$ cat config.mk
export PLATFORM = sky130hd
export DESIGN_NAME = instr_fetch_ctrl
export DESIGN_NICKNAME = d
export VERILOG_FILES = /design/src/rtl/cpu_pkg.sv /design/src/rtl/instr_decoder.sv /design/src/rtl/instr_fetch_ctrl.sv
export SDC_FILE = /design/constraint.sdc
export NUM_CORES = 1
export LEC_CHECK = 0
export ABC_AREA = 0
export CAP_MARGIN = 20
export CORE_MARGIN = 2
export CORE_UTILIZATION = 42
export CTS_CLUSTER_DIAMETER = 100
export DETAILED_ROUTE_END_ITERATION = 7
export PLACE_DENSITY = 0.8
export RECOVER_POWER = 100
export SYNTH_ARGS = -nofsm -noshare
export SYNTH_HDL_FRONTEND = slang
export SYNTH_HIERARCHICAL = 1
export SYNTH_SLANG_ARGS = --single-unit
export TNS_END_PERCENT = 100
$ cat constraint.sdc
create_clock -name Clk -period 1.9 [get_ports Clk]
set_input_delay 0.19 -clock Clk [delete_from_list [all_inputs] [get_ports Clk]]
set_output_delay 0.19 -clock Clk [all_outputs]
set_load 0.005 [all_outputs]
$ cat src/rtl/cpu_pkg.sv
// rtl/cpu_pkg.sv - opcodes, select encodings and FSM states for the fetch/decode controller
package cpu_pkg;

  // 5-bit opcodes held in the top bits of the instruction word
  localparam logic [4:0] HLT  = 5'b00000;
  localparam logic [4:0] STO  = 5'b00001;
  localparam logic [4:0] LD_  = 5'b00010;
  localparam logic [4:0] LDI  = 5'b00011;
  localparam logic [4:0] ADD  = 5'b00100;
  localparam logic [4:0] ADDI = 5'b00101;
  localparam logic [4:0] SUB  = 5'b00110;
  localparam logic [4:0] SUBI = 5'b00111;

  // Accumulator source select
  localparam logic [1:0] SELA_RAM = 2'b00;
  localparam logic [1:0] SELA_IMM = 2'b01;
  localparam logic [1:0] SELA_ALU = 2'b10;

  typedef enum logic [1:0] {
    FETCH = 2'd0,
    EXEC  = 2'd1,
    HALT  = 2'd2
  } state_t;

  // Control set produced by the decoder, before EXEC gating
  typedef struct packed {
    logic       wr_ram;
    logic       rd_ram;
    logic       wr_acc;
    logic [1:0] sel_a;
    logic       sel_b;
    logic       op;
  } ctrl_t;

endpackage

$ cat src/rtl/instr_decoder.sv
// rtl/instr_decoder.sv - combinational opcode to strobe/select decode
module instr_decoder
  import cpu_pkg::*;
(
  input  logic [4:0] i_opcode,
  output ctrl_t      o_ctrl,
  output logic       o_is_hlt
);

  // Map each opcode to its datapath controls; unlisted opcodes decode as NOP
  always_comb begin
    o_ctrl   = '0;
    o_is_hlt = 1'b0;
    case (i_opcode)
      HLT: o_is_hlt = 1'b1;
      STO: o_ctrl.wr_ram = 1'b1;
      LD_: begin
        o_ctrl.rd_ram = 1'b1;
        o_ctrl.wr_acc = 1'b1;
        o_ctrl.sel_a  = SELA_RAM;
      end
      LDI: begin
        o_ctrl.wr_acc = 1'b1;
        o_ctrl.sel_a  = SELA_IMM;
      end
      ADD: begin
        o_ctrl.rd_ram = 1'b1;
        o_ctrl.wr_acc = 1'b1;
        o_ctrl.sel_a  = SELA_ALU;
      end
      ADDI: begin
        o_ctrl.wr_acc = 1'b1;
        o_ctrl.sel_a  = SELA_ALU;
        o_ctrl.sel_b  = 1'b1;
      end
      SUB: begin
        o_ctrl.rd_ram = 1'b1;
        o_ctrl.wr_acc = 1'b1;
        o_ctrl.sel_a  = SELA_ALU;
        o_ctrl.op     = 1'b1;
      end
      SUBI: begin
        o_ctrl.wr_acc = 1'b1;
        o_ctrl.sel_a  = SELA_ALU;
        o_ctrl.sel_b  = 1'b1;
        o_ctrl.op     = 1'b1;
      end
      default: begin
        o_ctrl   = '0;
        o_is_hlt = 1'b0;
      end
    endcase
  end

endmodule

$ cat src/rtl/instr_fetch_ctrl.sv
// rtl/instr_fetch_ctrl.sv - two-cycle fetch/exec controller; INSTR_COUNT_EN adds Instr_Cnt
module instr_fetch_ctrl
  import cpu_pkg::*;
#(
  parameter int addr_bus  = 11,
  parameter int data_size = 16
) (
  input  logic                 Clk,
  input  logic                 Reset,
  output logic [addr_bus-1:0]  Prog_Addr,
  input  logic [data_size-1:0] Prog_Data,
  output logic [addr_bus-1:0]  Data_Addr,
  output logic [data_size-1:0] Imm,
  output logic                 Wr_Ram,
  output logic                 Rd_Ram,
  output logic                 Wr_Acc,
  output logic [1:0]           Sel_A,
  output logic                 Sel_B,
  output logic                 Op,
  output logic                 Halted
`ifdef INSTR_COUNT_EN
  ,
  output logic [31:0]          Instr_Cnt
`endif
);

  state_t               r_state;
  logic [addr_bus-1:0]  r_pc;
  logic [data_size-1:0] r_ir;
  ctrl_t                w_dec;
  logic                 w_is_hlt;
  logic                 w_exec;

  instr_decoder u_dec (
    .i_opcode (r_ir[data_size-1 -: 5]),
    .o_ctrl   (w_dec),
    .o_is_hlt (w_is_hlt)
  );

  // Sequencer: capture IR in FETCH, advance PC leaving EXEC, park in HALT
  always_ff @(posedge Clk or posedge Reset) begin
    if (Reset) begin
      r_state <= FETCH;
      r_pc    <= '0;
      r_ir    <= '0;
    end else begin
      case (r_state)
        FETCH: begin
          r_ir    <= Prog_Data;
          r_state <= EXEC;
        end
        EXEC: begin
          if (w_is_hlt) begin
            r_state <= HALT;
          end else begin
            r_pc    <= r_pc + 1'b1;
            r_state <= FETCH;
          end
        end
        HALT:    r_state <= HALT;
        default: r_state <= FETCH;
      endcase
    end
  end

  // Strobes follow the state register so an async reset drops them at once
  assign w_exec    = (r_state == EXEC);
  assign Wr_Ram    = w_exec & w_dec.wr_ram;
  assign Rd_Ram    = w_exec & w_dec.rd_ram;
  assign Wr_Acc    = w_exec & w_dec.wr_acc;
  assign Sel_A     = w_exec ? w_dec.sel_a : SELA_RAM;
  assign Sel_B     = w_exec & w_dec.sel_b;
  assign Op        = w_exec & w_dec.op;
  assign Halted    = (r_state == HALT);
  assign Prog_Addr = r_pc;
  assign Data_Addr = r_ir[addr_bus-1:0];
  assign Imm       = {{(data_size-addr_bus){r_ir[addr_bus-1]}}, r_ir[addr_bus-1:0]};

`ifdef INSTR_COUNT_EN
  logic [31:0] r_instr_cnt;

  // Count every executed non-HLT instruction, saturating at all ones
  always_ff @(posedge Clk or posedge Reset) begin
    if (Reset) begin
      r_instr_cnt <= '0;
    end else if (w_exec && !w_is_hlt && (r_instr_cnt != 32'hFFFF_FFFF)) begin
      r_instr_cnt <= r_instr_cnt + 32'd1;
    end
  end

  assign Instr_Cnt = r_instr_cnt;
`endif

endmodule
# Word level (Yosys, flattened, before mapping)
# Index checks and enable logic that the tools add are counted.
dict set report classes {
  addsub 1
  n_eq_ne 9
  muxes 9
  bitwise 6
  n_reduce_logical 7
}
# op n
set ops {}
lappend ops {{$eq 5x3->1 const B} 4}
lappend ops {{$add 11x1->11 const B} 1}
lappend ops {{$eq 5x2->1 const B} 2}
lappend ops {{$pmux 3 s3} 1}
lappend ops {{$pmux 2 s3} 1}
lappend ops {{$and 1x1->1} 5}
lappend ops {{$eq 5x1->1 const B} 1}
lappend ops {{$logic_not 5->1} 1}
lappend ops {{$mux 1} 5}
lappend ops {{$mux 2} 2}
lappend ops {{$reduce_or 2->1} 2}
lappend ops {{$reduce_or 4->1} 1}
lappend ops {{$reduce_or 3->1} 1}
lappend ops {{$eq 2x1->1 const B} 1}
lappend ops {{$eq 2x2->1 const B} 1}
lappend ops {{$logic_not 2->1} 1}
lappend ops {{$reduce_and 2->1} 1}
lappend ops {{$not 1->1} 1}
dict set report totals {
  ff_bits 29
  out_inout_bits 46
  wordCells 35
}

# Depth between registers and ports, before layout
dict set report depth {
  depth_word 4
  mapped_depth 6
  depth_no_buf 5
}

# Modules after synthesis
# The synthesis kept the hierarchy.
# mod instances cells_each area_each_um2 seq_area_each_um2
set modules_own_cells {}
lappend modules_own_cells {instr_fetch_ctrl 1 119 1445.1 725.7}
lappend modules_own_cells {instr_decoder 1 10 73.8 0.0}

# Worst setup path before layout
# No wires, ideal clock.
dict set report synth_timing {
  path_kind {flip-flop to flip-flop}
  from {register r_ir[13]}
  to {register r_pc[9], in the netlist Prog_Addr[9]}
  arrival_time_ns 1.566
  path_slack_ns 0.254
  path_stages_with_launch 7
  period_less_slack_ns 1.646
  path_cell_list {dfrtp_1 -> nor2_2 -> and3b_2 -> or3b_1 -> buf_4 -> nor4_4 -> xor2_1}
}
dict set report synth_between {
  elab_chain_len 4
}
# element line
set synth_lines {}
lappend synth_lines {{from (decl)} instr_fetch_ctrl.sv:29} ;# logic [data_size-1:0] r_ir;
lappend synth_lines {{from (signal assigned)} instr_fetch_ctrl.sv:49} ;# r_ir <= Prog_Data;
lappend synth_lines {{$logic_not 5->1} instr_decoder.sv:14} ;# case (i_opcode)
lappend synth_lines {{$mux 1} instr_decoder.sv:14}
lappend synth_lines {{named net w_is_hlt} instr_fetch_ctrl.sv:31} ;# logic w_is_hlt;
lappend synth_lines {{$not 1->1 (no line)} -}
lappend synth_lines {{$reduce_and 2->1 (no line)} -}
lappend synth_lines {{to (signal assigned)} instr_fetch_ctrl.sv:56} ;# r_pc <= r_pc + 1'b1;
lappend synth_lines {{to (decl)} instr_fetch_ctrl.sv:28} ;# logic [addr_bus-1:0] r_pc;
# The timed path passes the listed nets, and every way through them passes these cells.
# A chain may end at the register's enable or synchronous reset.

==> results by stage <==
Yosys:
- The number of library cell types mapped by synthesis is 27.
- The cell count after synthesis is approximately 130.
- For this run, the register share of the synthesized area comes to 0.4778.
- Summing every instance area after synthesis gives approximately 1500 um^2.
- The synthesized area per cell is 11.77 um^2.
- Counting every net in the synthesized netlist gives 148.
- For this run, the number of Yosys warnings is 6.
- The register bit count reported by yosys is 29.

Setup path:
- The type of the worst setup path is flip-flop to primary output.
- Measured in cells, the most critical reg-to-reg path has a length of 5.
- The endpoint arrival time on the critical path is about 1600 ps.
- The data required time of the worst path is 1710 ps.
- The path length in cells of the critical path is 3.
- The largest incremental delay on the critical path is about 500 ps.
- The signal on the critical path passes through nor4_2 -> and2_1 -> clkdlybuf4s50_1.
- The maximum net fanout on the critical path is 3.
- Grouping stages by cell kind, the critical path spends the most delay in buffers and inverters.
- The category of the worst setup path launch point is a flip-flop.
- Counting both buffers and inverters, the worst setup path holds a total of 1.
- The critical path capture point type is a primary output.
- The critical-path cell with the highest stage delay is sky130_fd_sc_hd__clkdlybuf4s50_1.

Final layout:
- In the final layout, the share of cells above drive strength 1 is 0.2429.
- The footprint of the flip-flops and latches is 728.2 um^2.
- In the final layout, the multi-input gates occupy between 500 and 600 um^2.
- The area growth from synthesis to final layout is 39.29%.
- Measured on the finished design, the core utilization comes to 0.6194.
- 0 antenna diodes ended up in the layout.
- Once layout is done, the placed cells without fillers occupy between 2000 and 2500 um^2.
- The filler cells instantiated in the layout total around 280.
- The final net count is roughly 200.

STA:
- Of the available clock period, the critical path in the final layout requires 0.9419.
- The number of max-slew violations in the final report was 0.
- The shortest period the worst path allows is around 1800 ps.
- Setup repair after global routing left no endpoint under its margin.
- Between clock sinks in the finished design, the worst skew comes to between 10 and 15 ps.
- The sum of negative setup slack is 0 ps.
- Based on the critical path, the design can be clocked at up to around 560 MHz.
- Measured against its own limit, the worst slew margin works out to 0.5415.
- For the pin with the worst max-slew slack, the measured transition is 687.8 ps.
- The final number of setup-violating endpoints is 0.
- The number of failing hold endpoints at the final stage is 0.

Clocking:
- The TritonCTS buffer count is 5.
- The latest clock arrival within the worst-skew pair is between 300 and 400 ps.
- The number of H-tree levels is 2.
- The number of buffers on the longest clock path is 2.
- The number of hold buffers added after CTS is 0.
- The clock-pin slew of the registers on the worst-case setup and hold paths is 90 ps.
- The clock tree from TritonCTS is built.
- The CTS sink count is 29.
- Clock tree synthesis selected as its root buffer the cell sky130_fd_sc_hd__clkbuf_4.

Global routing:
- The initial antenna violation count is 0.
- For this run, the total global-route usage over all layers was measured as 0.1608.
- For this run, global-route usage on met2 was measured as 0.2708.
- The busiest layer in global routing is met2.
- The maximum number of pins on one net before global-route repair is 30.
- For met1 alone, demand over resource in global routing was 0.1950.
- For this run the aggregate overflow at the end of global routing stands at 0.
- The first global-routing pass estimated between 5000 and 6000 um of wire.
- The number of global-route vias before repair is between 1,000 and 1,500.
- In the global route stage, met3 resource usage came out at 0.05458.

Die:
- During I/O placement, the number of pins put on the boundary was between 60 and 70.
- The total core area is ~3400 um^2.
- The die boundary width is 64.14 um.
- The die covers around 4100 um^2.
- For this configuration, the core starts out at a cell density of 0.4447.
- The standard-cell row count is 21.
- From bottom edge to top edge, the die measures roughly 64 um.

Placed design:
- At the end of routability-driven placement, the weighted congestion stood at ~0.81.
- The placed wire-length estimate is between 2000 and 2500 um.
- Buffers placed on the I/O ports in this run total 63.
- The cell area after placement is 2007 um^2.

Min path:
- Along the worst hold path, the cell count comes to 1.
- The type of the worst min-delay path is flip-flop to flip-flop.

Job:
- Max-cap violations in this run came to 0.

Routing:
- The count of antenna-violating nets left after detailed routing is 0.
- The ratio of routed vias to standard cells is roughly 4.7.
- The initial DRC count is 36.
- The mean routed wirelength per cell is between 10 and 15 um.
- The final route contains 1,052 vias.
- Before antenna repair, the detailed router went through 4 iterations.
- The detailed-route DRC error count is 0.
- The aggregate routed wire length is a little over 3000 um.

Power:
- The peak supply drop is approximately 0.0008 V.
- The power density over the cells is approximately 1400 nW/um^2.
- The completed layout was analyzed and its total power is 3058 uW.
- The analysis attributes to cell leakage a power of slightly below 0.001 uW.

Run status:
- The run finished with clean final reports.
## path summary, 6_finish.rpt
kind | from | to | slack, ps
max reg2reg | r_ir[15]$_DFFE_PP0N_ | Prog_Addr[9]$_DFFE_PP0P_ | 120
max | r_ir[15]$_DFFE_PP0N_ | Rd_Ram | 110
min reg2reg | Prog_Addr[10]$_DFFE_PP0P_ | Prog_Addr[10]$_DFFE_PP0P_ | 480
min | Prog_Addr[10]$_DFFE_PP0P_ | Prog_Addr[10]$_DFFE_PP0P_ | 480
min in group asynchronous | Reset | Prog_Addr[6]$_DFFE_PP0P_ | 510
max in group asynchronous | Reset | r_ir[13]$_DFFE_PP0N_ | 890
## kinds of logic after synthesis
| logic type | after synthesis | synth area share |
|---|---|---|
| AOI/OAI and AO/OA | 1 | 0.004944 |
| buffers and inverters | 31 | 0.1466 |
| adders and majority gates | 1 | 0.008236 |
| xor gates and xnor gates | 10 | 0.05766 |
| and+or+nand+nor | 41 | 0.1862 |
| DFF | 29 | 0.4778 |
| muxes | 16 | 0.1186 |
## through the flow
stage	setup WS (ps)	std cells	hold WS [ps]
2_1_floorplan	254.4	129	268.1
3_3_place_gp	182.1	211	467.2
3_5_place_dp	109.7	211	468.8
4_1_cts	8.993	221	252.1
5_1_grt	9.058	223	474.1
6_report	110.3	223	476.2
## repair_timing
action	4_1_cts	5_1_grt
setup endpoints to repair	7	8
gates resized for setup	3	13
buffers inserted	2	2
pin swaps	2	1
## sequential cells by signal, summed over array words and instances (netlist names)
signal	count
Prog_Addr	11
r_ir	16
r_state	2
## cells in the final DEF, fill, tap and decap left out, types with 2 or more instances in the layout
cell and count:
sky130_fd_sc_hd__dlygate4sd3_1 40, sky130_fd_sc_hd__dfrtp_1 27, sky130_fd_sc_hd__clkdlybuf4s50_1 17, sky130_fd_sc_hd__mux2_2 16, sky130_fd_sc_hd__nand2_1 7, sky130_fd_sc_hd__and2_1 7
sky130_fd_sc_hd__xor2_1 6, sky130_fd_sc_hd__clkbuf_4 5, sky130_fd_sc_hd__buf_4 5, sky130_fd_sc_hd__xnor2_1 4, sky130_fd_sc_hd__nor2_1 4, sky130_fd_sc_hd__clkdlybuf4s25_1 4
sky130_fd_sc_hd__and3_2 3, sky130_fd_sc_hd__nand3_1 2, sky130_fd_sc_hd__nor3_1 2, sky130_fd_sc_hd__inv_1 2, sky130_fd_sc_hd__nor4_4 2, sky130_fd_sc_hd__nor4_2 2
sky130_fd_sc_hd__clkinv_2 2, sky130_fd_sc_hd__dfrtp_2 2
## synthesized netlist by cell type, drive strengths merged
library cell | number | share of area
nand4 | 2 | 0.012
and3 | 3 | 0.015
a21o | 1 | 0.0049
nor2b | 2 | 0.0082
nor2 | 5 | 0.016
and4b | 1 | 0.0066
buf | 29 | 0.14
ha | 1 | 0.0082
mux2 | 16 | 0.12
or3b | 1 | 0.0058
dfrtp | 29 | 0.48
inv | 2 | 0.0049
nand2 | 7 | 0.017
nor3 | 3 | 0.0099
nand3 | 2 | 0.0066
nor3b | 1 | 0.0049
and2 | 8 | 0.034
and3b | 1 | 0.0066
xnor2 | 4 | 0.023
xor2 | 6 | 0.035
nand4bb | 1 | 0.0074
nor4 | 4 | 0.036
## area by class of cell
| type | count | share of cell area |
|---|---|---|
| clock buffer | 6 | 0.01952 |
| clock inverter | 2 | 0.004731 |
| inverter | 2 | 0.003548 |
| multi-input combinational | 69 | 0.2821 |
| sequential | 29 | 0.3442 |
| tap | 46 | 0.02720 |
| timing repair buffer | 69 | 0.3187 |
## power breakdown
| part | switching, uW | internal [uW] |
|---|---|---|
| clock network | 201 | 141 |
| registers | 287 | 884 |
| logic | 560 | 986 |
| total | 1050 | 2010 |
## layer usage
metal	vias up	wire, um
met5	-	0
met4	0	40
met3	5	224
met2	43	1521
met1	506	1282
li1	498	-
Note: power is estimated with default switching activity, not from simulation.
